$ cat config.mk
export PLATFORM = sky130hd
export DESIGN_NAME = vga_fb_scheduler
export DESIGN_NICKNAME = d
export VERILOG_FILES = /design/src/rtl/vga_fb_scheduler.sv
export SDC_FILE = /design/constraint.sdc
export NUM_CORES = 1
export LEC_CHECK = 0
export BUFFER_PORTS_ARGS = -buffer_cell sky130_fd_sc_hd__buf_2
export CAP_MARGIN = 25
export CORE_MARGIN = 2
export CORE_UTILIZATION = 30
export CTS_CLUSTER_SIZE = 10
export DETAILED_ROUTE_END_ITERATION = 16
export PLACE_DENSITY = 0.56
export SETUP_SLACK_MARGIN = 0.5
export SLEW_MARGIN = 40
export SYNTH_ARGS = -nofsm -noshare
export SYNTH_HDL_FRONTEND = slang
export SYNTH_SLANG_ARGS = --single-unit
$ cat constraint.sdc
create_clock -name clk -period 6 [get_ports clk]
set_input_delay 0.9 -clock clk [delete_from_list [all_inputs] [get_ports clk]]
set_output_delay 0.9 -clock clk [all_outputs]
set_load 0.02 [all_outputs]
$ cat src/rtl/vga_fb_scheduler.sv
// vga_fb_scheduler
// Shares one single-port monochrome framebuffer between display prefetch and
// a host write port. A small word FIFO runs ahead of the raster. Words are
// shifted out MSB-first as pixels, and an empty FIFO at pop time raises a
// sticky underrun flag.
//
// Host handshake: host_valid/host_ready use strict valid/ready semantics.
// A write is accepted, and issued to memory in the same cycle, exactly when
// host_valid && host_ready. host_ready never depends on host_valid, and it is
// held low while reset is asserted.
module vga_fb_scheduler #(
  parameter int H_DISPLAY  = 1024,
  parameter int V_DISPLAY  = 768,
  parameter int WORD_W     = 8,
  parameter int ADDR_W     = 17,
  parameter int FIFO_DEPTH = 4,
  parameter int LOW_WATER  = 2
) (
  input  logic              clk,
  input  logic              reset,
  input  logic [10:0]       hpos,
  input  logic [9:0]        vpos,
  input  logic              display_on,
  output logic [ADDR_W-1:0] mem_addr,
  output logic              mem_rd,
  output logic              mem_wr,
  output logic [WORD_W-1:0] mem_wdata,
  input  logic [WORD_W-1:0] mem_rdata,
  input  logic              host_valid,
  output logic              host_ready,
  input  logic [ADDR_W-1:0] host_addr,
  input  logic [WORD_W-1:0] host_wdata,
  output logic              pixel,
  output logic              frame_start,
  output logic              underrun
);

  localparam int TOTAL_WORDS = H_DISPLAY * V_DISPLAY / WORD_W;
  localparam int CW = $clog2(FIFO_DEPTH + 1);
  localparam int PW = (FIFO_DEPTH > 1) ? $clog2(FIFO_DEPTH) : 1;
  localparam int BW = (WORD_W > 1) ? $clog2(WORD_W) : 1;

  localparam logic [ADDR_W:0] END_ADDR = (ADDR_W+1)'(TOTAL_WORDS);
  localparam logic [CW:0]     DEPTH_C  = (CW+1)'(FIFO_DEPTH);
  localparam logic [CW:0]     LOW_C    = (CW+1)'(LOW_WATER);
  localparam logic [9:0]      V_END    = 10'(V_DISPLAY);
  localparam logic [PW-1:0]   PTR_LAST = PW'(FIFO_DEPTH - 1);
  localparam logic [BW-1:0]   BIT_LAST = BW'(WORD_W - 1);

  // Prefetch FIFO state
  logic [WORD_W-1:0] fifo_q [FIFO_DEPTH];
  logic [PW-1:0]     wr_ptr_q, wr_ptr_d, rd_ptr_q, rd_ptr_d;
  logic [CW-1:0]     count_q, count_d;

  // Fetch state
  // fetch_addr is one bit wider than ADDR_W so it can hold the end-of-frame value.
  logic [ADDR_W:0]   fetch_addr_q, fetch_addr_d;
  logic              inflight_q, inflight_d;
  logic              armed_q, armed_d;

  // Serialiser state
  logic [BW-1:0]     bitcnt_q, bitcnt_d;
  logic [WORD_W-1:0] shreg_q, shreg_d;
  logic              pixel_q, pixel_d;
  logic              underrun_q, underrun_d;
  logic              frame_start_q;

  // Last driven memory address/data, so an idle cycle holds them.
  logic [ADDR_W-1:0] addr_q;
  logic [WORD_W-1:0] wdata_q;

  logic [CW:0]       occ;
  logic              restart, disp_req, urgent, wr_grant, rd_grant;
  logic              push, pop, do_pop, fifo_empty;
  logic [WORD_W-1:0] pop_word;

  function automatic logic [PW-1:0] ptr_inc(input logic [PW-1:0] p);
    return (p == PTR_LAST) ? '0 : p + 1'b1;
  endfunction

  // Arbitration: the restart cycle blocks everything, urgent display reads
  // pre-empt the host, otherwise the host wins and reads fill idle slots.
  always_comb begin
    restart    = (vpos == V_END) && (hpos == '0);
    occ        = {1'b0, count_q} + {{CW{1'b0}}, inflight_q};
    disp_req   = armed_q && (fetch_addr_q < END_ADDR) && (occ < DEPTH_C);
    urgent     = disp_req && (occ < LOW_C);
    host_ready = reset && !urgent && !restart;
    wr_grant   = host_valid && host_ready;
    rd_grant   = !wr_grant && disp_req && !restart;
    mem_wr     = wr_grant;
    mem_rd     = rd_grant;
    mem_addr   = addr_q;
    mem_wdata  = wdata_q;
    if (wr_grant) begin
      mem_addr  = host_addr;
      mem_wdata = host_wdata;
    end else if (rd_grant) begin
      mem_addr  = fetch_addr_q[ADDR_W-1:0];
    end
  end

  // FIFO pointer and occupancy next-state; a restart flushes everything,
  // including the word returning this cycle.
  always_comb begin
    fifo_empty = (count_q == '0);
    push       = inflight_q && !restart;
    pop        = display_on && (bitcnt_q == '0);
    do_pop     = pop && !fifo_empty;
    pop_word   = fifo_empty ? '0 : fifo_q[rd_ptr_q];
    wr_ptr_d   = wr_ptr_q;
    rd_ptr_d   = rd_ptr_q;
    count_d    = count_q;
    if (restart) begin
      wr_ptr_d = '0;
      rd_ptr_d = '0;
      count_d  = '0;
    end else begin
      if (push)   wr_ptr_d = ptr_inc(wr_ptr_q);
      if (do_pop) rd_ptr_d = ptr_inc(rd_ptr_q);
      if (push && !do_pop)      count_d = count_q + 1'b1;
      else if (!push && do_pop) count_d = count_q - 1'b1;
    end
  end

  // Fetch address, outstanding-read flag and arming next-state.
  always_comb begin
    fetch_addr_d = fetch_addr_q;
    inflight_d   = rd_grant;
    armed_d      = armed_q;
    if (restart) begin
      fetch_addr_d = '0;
      inflight_d   = 1'b0;
      armed_d      = 1'b1;
    end else if (rd_grant) begin
      fetch_addr_d = fetch_addr_q + 1'b1;
    end
  end

  // Serialiser next-state: pop a word on the first pixel of each group,
  // otherwise shift. An empty pop yields zeros and flags an underrun once armed.
  always_comb begin
    pixel_d    = 1'b0;
    shreg_d    = shreg_q;
    bitcnt_d   = '0;
    underrun_d = underrun_q;
    if (display_on) begin
      bitcnt_d = (bitcnt_q == BIT_LAST) ? '0 : bitcnt_q + 1'b1;
      if (bitcnt_q == '0) begin
        pixel_d = pop_word[WORD_W-1];
        shreg_d = pop_word << 1;
        if (fifo_empty && armed_q) underrun_d = 1'b1;
      end else begin
        pixel_d = shreg_q[WORD_W-1];
        shreg_d = shreg_q << 1;
      end
    end
  end

  // FIFO storage and pointers.
  always_ff @(posedge clk or negedge reset) begin
    if (!reset) begin
      for (int i = 0; i < FIFO_DEPTH; i++) fifo_q[i] <= '0;
      wr_ptr_q <= '0;
      rd_ptr_q <= '0;
      count_q  <= '0;
    end else begin
      if (push) fifo_q[wr_ptr_q] <= mem_rdata;
      wr_ptr_q <= wr_ptr_d;
      rd_ptr_q <= rd_ptr_d;
      count_q  <= count_d;
    end
  end

  // Fetch state and the held memory address/data.
  always_ff @(posedge clk or negedge reset) begin
    if (!reset) begin
      fetch_addr_q <= '0;
      inflight_q   <= 1'b0;
      armed_q      <= 1'b0;
      addr_q       <= '0;
      wdata_q      <= '0;
    end else begin
      fetch_addr_q <= fetch_addr_d;
      inflight_q   <= inflight_d;
      armed_q      <= armed_d;
      addr_q       <= mem_addr;
      wdata_q      <= mem_wdata;
    end
  end

  // Serialiser, underrun flag and frame-start pulse.
  always_ff @(posedge clk or negedge reset) begin
    if (!reset) begin
      bitcnt_q      <= '0;
      shreg_q       <= '0;
      pixel_q       <= 1'b0;
      underrun_q    <= 1'b0;
      frame_start_q <= 1'b0;
    end else begin
      bitcnt_q      <= bitcnt_d;
      shreg_q       <= shreg_d;
      pixel_q       <= pixel_d;
      underrun_q    <= underrun_d;
      frame_start_q <= restart;
    end
  end

  assign pixel       = pixel_q;
  assign frame_start = frame_start_q;
  assign underrun    = underrun_q;

endmodule
=== After elaboration in Yosys (flattened, before gate mapping) ===
Cells that the tools add are included.

* Output and inout bits: 31
* Input bits: 58
* Flip-flop bits (word level): 98
* Word-level logic and storage cells: 93

* Mux-type cells: 27
* Reduce and logical (&&, ||, !) cells: 30
* Bitwise operators: 2
* $lt $le $gt $ge: 6
* Equal/unequal tests: 4
* Add/sub/neg operators: 7

{| class="wikitable"
|+ Operators with widths
! kind !! number
|-
| 8-bit two-way mux || 6
|-
| 18-bit two-way mux || 2
|-
| 17-bit two-way mux || 2
|-
| 32-bit bitwise mux || 1
|-
| 18-bit by 1-bit adder with 18-bit output, second input constant || 1
|-
| 18-bit by 17-bit < comparator with 1-bit output, second input constant || 1
|-
| 8-bit binary-select mux with 2-bit select || 1
|-
| 8-bit demux with 2-bit select || 1
|-
| 1-bit logical AND || 16
|-
| 3-bit two-way mux || 5
|-
| 2-bit two-way mux || 6
|-
| 11-bit logical NOT || 1
|-
| 10-bit equality test, second input constant || 1
|-
| 3-bit by 1-bit adder with 3-bit output, second input constant || 2
|-
| 3-bit greater-or-equal comparator, second input constant || 2
|-
| 1-bit logical NOT || 6
|-
| 3-bit logical NOT || 2
|-
| 2-bit NOT with 3-bit output || 2
|-
| 2-bit nonzero test || 3
|-
| 2-bit by 1-bit adder with 2-bit output, second input constant || 2
|-
| 3-bit by 1-bit adder with 4-bit output || 1
|-
| 2-bit equality test, second input constant || 2
|-
| 4-bit by 2-bit < comparator with 1-bit output, second input constant || 1
|-
| 4-bit by 3-bit < comparator with 1-bit output, second input constant || 1
|-
| other kinds (6) || 8
|}

=== Logic depth before layout (Yosys ltp) ===
Gate-level depths: netlist (run 1).

* Depth after elaboration: 13
* Depth in mapped cells: 11
* Mapped depth without buffers: 9

=== Worst setup path after synthesis (run 1) ===
Ideal clock, no wire load.

* Path type: input to output
* Start point: input port vpos[6]
* End point: output port mem_addr[10]
* Stages on the path: 8
* Arrival: 2.495 ns
* Slack: 2.605 ns
* Data required time: 5.100 ns
* Buffers on the path: 1
* Cells stage by stage: nor4bb_1 -> nand2_1 -> or3_1 -> inv_2 -> or3_4 -> inv_2 -> buf_6 -> a221o_1

* Longest elaborated chain between the ends: 10

{| class="wikitable"
|+ RTL lines
! item !! RTL line !! source
|-
| start: declaration || 22 || <nowiki>input logic [9:0] vpos,</nowiki>
|-
| 10-bit equality test * || 84 || <nowiki>restart = (vpos == V_END) && (hpos == '0);</nowiki>
|-
| 1-bit logical AND * || 84 ||
|-
| 1-bit logical NOT * || 88 || <nowiki>host_ready = reset && !urgent && !restart;</nowiki>
|-
| 1-bit logical AND * || 88 ||
|-
| 1-bit logical AND * || 89 || <nowiki>wr_grant = host_valid && host_ready;</nowiki>
|-
| via mem_wr || 26 || <nowiki>output logic mem_wr,</nowiki>
|-
| 1-bit logical NOT || 90 || <nowiki>rd_grant = !wr_grant && disp_req && !restart;</nowiki>
|-
| 1-bit logical AND (2 in series) || 90 ||
|-
| 17-bit two-way mux || 98 || <nowiki>end else if (rd_grant) begin</nowiki>
|-
| 17-bit two-way mux * || 95 || <nowiki>if (wr_grant) begin</nowiki>
|-
| end: declaration || 24 || <nowiki>output logic [ADDR_W-1:0] mem_addr,</nowiki>
|}

Mark *: on every way through the listed nets, which the timed path passes. The rest lies on a longest branch.

=== Worst setup path in the final report (run 1) ===
* Start point: input port vpos[6]
* End point: output port mem_addr[5]

* Longest elaborated chain between the ends: 10

{| class="wikitable"
|+ RTL lines
! item !! RTL line
|-
| 10-bit equality test * || 84
|-
| 1-bit logical AND * || 84
|-
| 1-bit logical NOT * || 88, 90
|-
| 1-bit logical AND || 88
|-
| 1-bit logical AND || 89
|-
| 1-bit logical NOT || 90
|-
| 1-bit logical AND (2 in series) || 90
|-
| 17-bit two-way mux || 98
|-
| 17-bit two-way mux * || 95
|}

Every way passes the cells marked *; elsewhere a longest branch is shown, timed or not.

==> metrics.txt, run 1 <==
outcome complete, no violations; H-tree depth 3; syn_nets 441; area grow syn2layout 19.11%; Initial Util 30.35%; global routing usage on met1 17.27%; setup bufs post-CTS 0; die height 127.3 um; largest net degree at the start of global routing 68; flops & latches, synth 97; root buffer cell clkbuf_16; hold path depth 1; Num Clock Sinks 97; most frequent cells in the layout dfrtp_1, buf_2, mux2_2, nor2_1, a221o_1; most crowded layer after global routing met2; Worst EP arrival 3.58 ns; Worst setup EP type output port; # setup viols final 0; syn_area_per_cell 12.27 um2; Via density 4.969; Async SR Flop Fraction 100.0%; Die Area 0.01621 mm2; reg2reg setup slack 2.95 ns; overall global routing resource usage 13.07%; Syn Inst Count 372; origin of the critical flop-to-flop path inflight_q; Worst path max stage delay 0.56 ns; CP Launch Type primary input; synthesized area 0.004563 mm2; Unique masters post-synth 43; Clk Latency, worst-skew pair 0.35 ns; initial antenna violation count 0; Worst Hold Slack 0.4649 ns; CP max stage cell or3_1; first-pass GRT wire length 16,430 um; post-detail-place hpwl 6999 um; share of cells above drive strength 1 34.51%; Pwr Density 290.3 mW/mm2; Worst slew margin 54.91%; WL per Instance 15.66 um; CTS max path bufs 2; final hold violations 0; routability cong. 0.7444; RSZ-0062 raised after global routing no; Most used DFF post-synth dfrtp_1; Final Max Tran Viols 0; Static Leak 2.499 nW; drt first pass iters 4; DR vias 3,195; hold_sp bitcnt_q[0]; max_cap viols 0; crit path max fanout 32; Post-synth EDFFs 0; Post-route DRC 0; Hold EP bitcnt_q[0]; DRT antenna net count 0; setup TNS 0 ns; row count 45; Remaining Overflow, GRT 0; total CTS buffers 9; GRT met3 Usage 4.481%; WL final 10,070 um; register area share after synthesis 53.19%; CTS clk-pin slew, worst paths 0.05 ns; commonest non-fill, non-tap cell in the layout dfrtp_1; minimum clock period 4.480 ns; diodes inserted 0; CTS tree built; Die Wd 127.3 um; M2 GR Usage 19.94%; maximum vdd drop 0.0001492 V; post_cts resized 0; final worst path period share 74.67%; total core area 0.01503 mm2; # port buffers 88; vias in the first global route 3,213; worst slew pin tran 0.6756 ns; initial drt markers 160; r2r endpoint addr_q[5]; Setup CP Type in2out; Post-Route Skew 0.006626 ns; Critical Path RT 5.10 ns; CTS hold repair buffers 0; FF-to-FF path depth 7; FMAX 223.2 MHz; min-delay worst type reg2reg; crit-path cells buf_2, nor4bb_1, nand2_1, or3_1, inv_2, or3_4, inv_2, a221o_1, buf_2; Synth warnings 0; I/O pin cnt 89; Final nets 522
[power by group]
part | internal [W] | switching [W] | total, W | leakage, nW
registers | 0.000709 | 0.0000611 | 0.000771 | 1.20
logic | 0.000134 | 0.000134 | 0.000269 | 1.17
clock network | 0.000316 | 0.000222 | 0.000539 | 0.129
[cell usage after synthesis (2+ instances only)]
master | number | area, um2
a21oi_1 | 3 | 15.01
a221o_1 | 22 | 220.2
a22o_1 | 2 | 17.52
and2_1 | 19 | 118.9
and3b_1 | 2 | 17.52
and4_1 | 3 | 26.28
buf_1 | 2 | 7.510
buf_2 | 5 | 25.02
buf_6 | 2 | 22.52
clkbuf_1 | 10 | 37.54
dfrtp_1 | 97 | 2427
ha_1 | 10 | 125.1
inv_1 | 9 | 33.78
inv_2 | 2 | 7.510
mux2_2 | 40 | 450.4
mux2i_1 | 4 | 40.04
mux4_2 | 8 | 180.2
nand2_1 | 18 | 67.56
nand2b_1 | 2 | 12.51
nand3_1 | 6 | 30.03
nand3_2 | 4 | 40.04
nand4_1 | 6 | 37.54
nor2_1 | 27 | 101.4
nor2b_1 | 11 | 68.82
nor3_1 | 8 | 40.04
nor3b_1 | 3 | 22.52
nor4_1 | 11 | 68.82
o21ai_0 | 4 | 20.02
o31ai_1 | 2 | 15.01
or4_1 | 3 | 22.52
xnor2_1 | 15 | 131.4
[cell families (layout without fill, tap and decap cells)]
group           count (synthesis)  after routing  synth area share [%]
flops                          97             97                 53.19
fa+ha+maj                      11             11                 3.181
compound gates                 38             38                 7.184
xor+xnor                       15             15                 2.879
simple gates                  129            129                 15.93
mux                            52             52                 14.70
buf+inv                        30            113                 2.934
[registers in the layout, summed over array words and instances, names as in the netlist, 2 cells and up]
name	count
addr_q	17
bitcnt_q	3
wr_ptr_q	2
wdata_q	8
fetch_addr_q	18
rd_ptr_q	2
shreg_q	7
fifo_q	32
count_q	3
[critical path, delay by kind of cell]
family          cells  cell delay (ns)
simple gates        4             1.27
buf+inv             4             0.95
compound gates      1             0.44
[metal layers]
layer  part of all wire, %  vias to the layer above
met5                     0                        -
met2                    45                      102
li1                      -                     1515
met3                   6.5                       14
met4                   1.7                        0
met1                    47                     1564
[through the flow]
| stage | instance area [um2] | setup slack (ns) | cells | total power [W] | util, % |
|---|---|---|---|---|---|
| detailed placement | 5169 | 1.483 | 630 | 0.001055 | 34.38 |
| CTS | 5435 | 1.488 | 643 | 0.001610 | 36.15 |
| global placement | 5156 | 1.606 | 630 | 0.001048 | 34.30 |
| finish | 5435 | 1.520 | 643 | 0.001578 | 36.15 |
| global route | 5435 | 1.314 | 643 | 0.001671 | 36.15 |
| floorplan | 4563 | 2.605 | 372 | 0.0009579 | - |
[how the worst max path moves through the flow]
stage                       start      endpoint  slack [ns]  cells past startpoint
after floorplan           vpos[6]  mem_addr[10]        2.61                      8
after global placement    vpos[5]   mem_addr[3]        1.61                      9
after detailed placement  vpos[6]   mem_addr[9]        1.48                      9
after CTS                 vpos[6]  mem_addr[12]        1.49                      9
after global routing      vpos[6]   mem_addr[9]        1.31                      9
final                     vpos[6]   mem_addr[5]        1.52                      9
[final cells by class]
class	instances	area, um2
Clock inverter	1	30.03
Tap cell	188	235.2
Sequential cell	97	2427
Timing Repair Buffer	89	454.2
Clock buffer	12	236.5
Inverter	11	41.29
Multi-Input combinational cell	245	2011
Fill cell	1488	9598
Note: power is estimated with default switching activity, not from simulation.
==> inputs of run 2 (changes only) <==
- ABC_AREA: default -> 1
- PLACE_DENSITY: 0.56 -> 0.55
- clock period: 6 -> 4.6 ns (I/O delays scaled with it)
==> run 2 against run 1 <==
Effect of this change: sequential cell count unchanged; core utilization down 0.40 points; wire length up 18%; clock-buffer cell count up 1; via count up 28%; combinational power up 73%; clock power up 27%; worst hold slack worse by 0.068 ns; global-route usage up 1.1 points.
==> metrics.txt, run 2 <==
CTS clk-pin slew, worst paths 0.06 ns (was 0.05 ns); NetSw 0.0006698 W (was 0.0004174 W); setup TNS 0 ns (unchanged); WL per Instance 13.46 um (was 15.66 um); Remaining Overflow, GRT 0 (unchanged); clock power share 31.8% (was 34.1%); WL final 11,880 um (was 10,070 um); Num Clock Sinks 97 (unchanged); largest net degree at the start of global routing 68 (unchanged); post-detail-place hpwl 8325 um (was 6999 um); Synth area leaders dfrtp_1, nand2_1, o21ai_0 (was dfrtp_1, mux2_2, a221o_1); CTS hold repair buffers 0 (unchanged); DR vias 4,075 (was 3,195); Die Wd 132.8 um (was 127.3 um); commonest non-fill, non-tap cell in the layout nand2_1 (was dfrtp_1); minimum clock period 3.644 ns; Async SR Flop Fraction 100.0% (unchanged); post_cts resized 0 (unchanged); Worst slew margin 44.62% (was 54.91%); Clk Latency, worst-skew pair 0.34 ns (was 0.35 ns); vias in the first global route 4,036 (was 3,213); final hold violations 0 (unchanged); crit path max fanout 19 (was 32); Post-synth top cells nand2_1, dfrtp_1, inv_1, o21ai_0, nor2_1 (was dfrtp_1, mux2_2, nor2_1, a221o_1, and2_1); Unique masters post-synth 37 (was 43); Worst setup EP type output port (unchanged); register area share after synthesis 48.74% (was 53.19%); largest family of logic cells by synthesized area simple AND/OR/NAND/NOR gates (unchanged); Syn Inst Count 577 (was 372); row count 47 (was 45); CTS max path bufs 2 (unchanged); syn_area_per_cell 8.630 um2 (was 12.27 um2); Final nets 728 (was 522); die height 132.8 um (was 127.3 um); r2r endpoint fetch_addr_q[10] (was addr_q[5]); Setup CP Type reg2out (was in2out); Die Area 0.01765 mm2 (was 0.01621 mm2); simple-gate share of the synthesized area 24.62% (was 15.93%); internal power 0.001479 W (was 0.001160 W); Final Max Tran Viols 0 (unchanged); share of cells above drive strength 1 21.72% (was 34.51%); diodes inserted 0 (unchanged); DRT antenna net count 0 (unchanged); min-delay worst type in2async (was reg2reg); Most used DFF post-synth dfrtp_1 (unchanged); drt first pass iters 4 (unchanged); flops & latches, synth 97 (unchanged); overall global routing resource usage 14.16% (was 13.07%); H-tree depth 3 (unchanged); synthesized area 0.004980 mm2 (was 0.004563 mm2); # port buffers 88 (unchanged); CP Launch Type flip-flop (was primary input); Post-Synth Adder-Cell Area 2.915% (was 3.181%); Static Leak 3.044 nW (was 2.499 nW); total CTS buffers 9 (unchanged); # setup viols final 0 (unchanged); sw frac 31.17% (was 26.46%); reg2reg setup slack 1.89 ns (was 2.95 ns); RSZ-0062 raised after global routing no (unchanged); setup bufs post-CTS 0 (unchanged); Post-route DRC 0 (unchanged); origin of the critical flop-to-flop path inflight_q (unchanged); Post-Route Skew 0.006199 ns (was 0.006626 ns); Worst EP arrival 2.95 ns (was 3.58 ns); Post-synth EDFFs 0 (unchanged); Pwr Density 366.2 mW/mm2 (was 290.3 mW/mm2); final worst path period share 79.22%; Top Registers fifo_q: 32 flops, fetch_addr_q: 18 flops, addr_q: 17 flops (unchanged); maximum vdd drop 0.0001412 V (was 0.0001492 V); Largest Register fifo_q (unchanged); portion of netlist area occupied by mux cells 0% (was 14.70%); I/O pin cnt 89 (unchanged); most frequent cells in the layout nand2_1, dfrtp_1, buf_2, inv_1, o21ai_0 (was dfrtp_1, buf_2, mux2_2, nor2_1, a221o_1); Initial Util 30.35% (about the same); Compound-Gate Fraction of Synth Area 13.12% (was 7.184%); initial antenna violation count 0 (unchanged); FMAX 274.4 MHz; total core area 0.01641 mm2 (was 0.01503 mm2); CTS tree built (unchanged); syn_nets 646 (was 441); Worst Slack Setup Final 0.9561 ns (was 1.520 ns); area grow syn2layout 17.81% (was 19.11%); worst slew pin tran 0.8288 ns (was 0.6756 ns); Synth warnings 0 (unchanged); outcome complete, no violations (unchanged); max reg flops 32 (unchanged); Critical Path RT 3.91 ns (was 5.10 ns); FF-to-FF path depth 14 (was 7); Via density 4.615 (was 4.969); Post-Synth XOR/XNOR Area 2.462% (was 2.879%); Logic pwr share 21.7% (was 17.0%); post-route insts no fill 883 (was 643); Yosys top cell by area dfrtp_1 (unchanged); max_cap viols 0 (unchanged); Reg power frac 46.5% (was 48.8%); count leader, synth nand2_1 (was dfrtp_1); routability cong. 0.8237 (was 0.7444); pre-CTS setup slack 1.240 ns (was 1.483 ns); initial drt markers 260 (was 160); dpl cells 868 (was 630); post-synth top area share 48.74% (was 53.19%); first-pass GRT wire length 19,980 um (was 16,430 um); root buffer cell clkbuf_16 (unchanged)
run 2: through the flow:
| step | total power, W | instance area, um2 | hold slack (ns) | utilization [%] |
|---|---|---|---|---|
| after floorplan | 0.001326 | 4980 | 0.3944 | - |
| after global placement | 0.001475 | 5598 | 0.4390 | 34.12 |
| after detailed placement | 0.001485 | 5602 | 0.4470 | 34.14 |
| after CTS | 0.002177 | 5867 | 0.4018 | 35.76 |
| after global routing | 0.002294 | 5867 | 0.4203 | 35.76 |
| final | 0.002149 | 5867 | 0.3973 | 35.76 |
run 2: kinds of logic (layout without fill, tap and decap cells):
| logic type | after synthesis | in the layout |
|---|---|---|
| simple gates | 265 | 265 |
| compound gates | 97 | 97 |
| flops | 97 | 97 |
| buf+inv | 93 | 179 |
| xor+xnor | 14 | 14 |
| fa+ha+maj | 11 | 11 |
run 2: worst max-delay path, cell delays in order (launching register included):
cell	delay (ns)
dfrtp_1	0.42
nand2_1	0.16
inv_1	0.06
ha_1	0.19
inv_1	0.05
nor2_1	0.03
nor2_1	0.08
nand2_1	0.13
nor2_8	0.32
o311ai_4	0.34
buf_4	0.30
inv_4	0.11
nand2_1	0.09
nand3_1	0.09
nand2_1	0.07
buf_2	0.16
run 2: metal layers:
layer | vias to the layer above | GRT usage (%) | routed length (um)
met3 | 13 | 2.490 | 404
met1 | 1922 | 18.44 | 5534
li1 | 2053 | - | -
met2 | 87 | 23.63 | 5772
met4 | 0 | 5.197 | 172
met5 | - | 0 | 0
run 2: power groups by stage:
stage	logic, W	registers, W	clock network [W]
global placement	0.000462	0.00101	0
finish	0.000466	0.000998	0.000684
global route	0.000537	0.00101	0.000748
floorplan	0.000345	0.000981	0
CTS	0.000473	0.000998	0.000706
detailed placement	0.000470	0.00101	0
run 2: worst max path at each step:
stage / start / end / slack (ns) / cells past startpoint
6_report: inflight_q / mem_addr[0] / 0.96 / 15
5_1_grt: inflight_q / mem_addr[0] / 0.74 / 15
4_1_cts: inflight_q / mem_addr[0] / 0.95 / 15
3_5_place_dp: hpos[5] / mem_addr[0] / 1.24 / 12
3_3_place_gp: hpos[5] / mem_addr[0] / 1.29 / 12
2_1_floorplan: hpos[5] / mem_addr[14] / 2.01 / 8
run 2: area by class of cell:
type | count | area [um2]
sequential | 97 | 2427
tap | 220 | 275.3
clock buffer | 13 | 250.2
timing repair buffer | 92 | 476.7
clock inverter | 2 | 15.01
multi-input combinational | 387 | 2147
fill | 1704 | 10540
inverter | 72 | 275.3
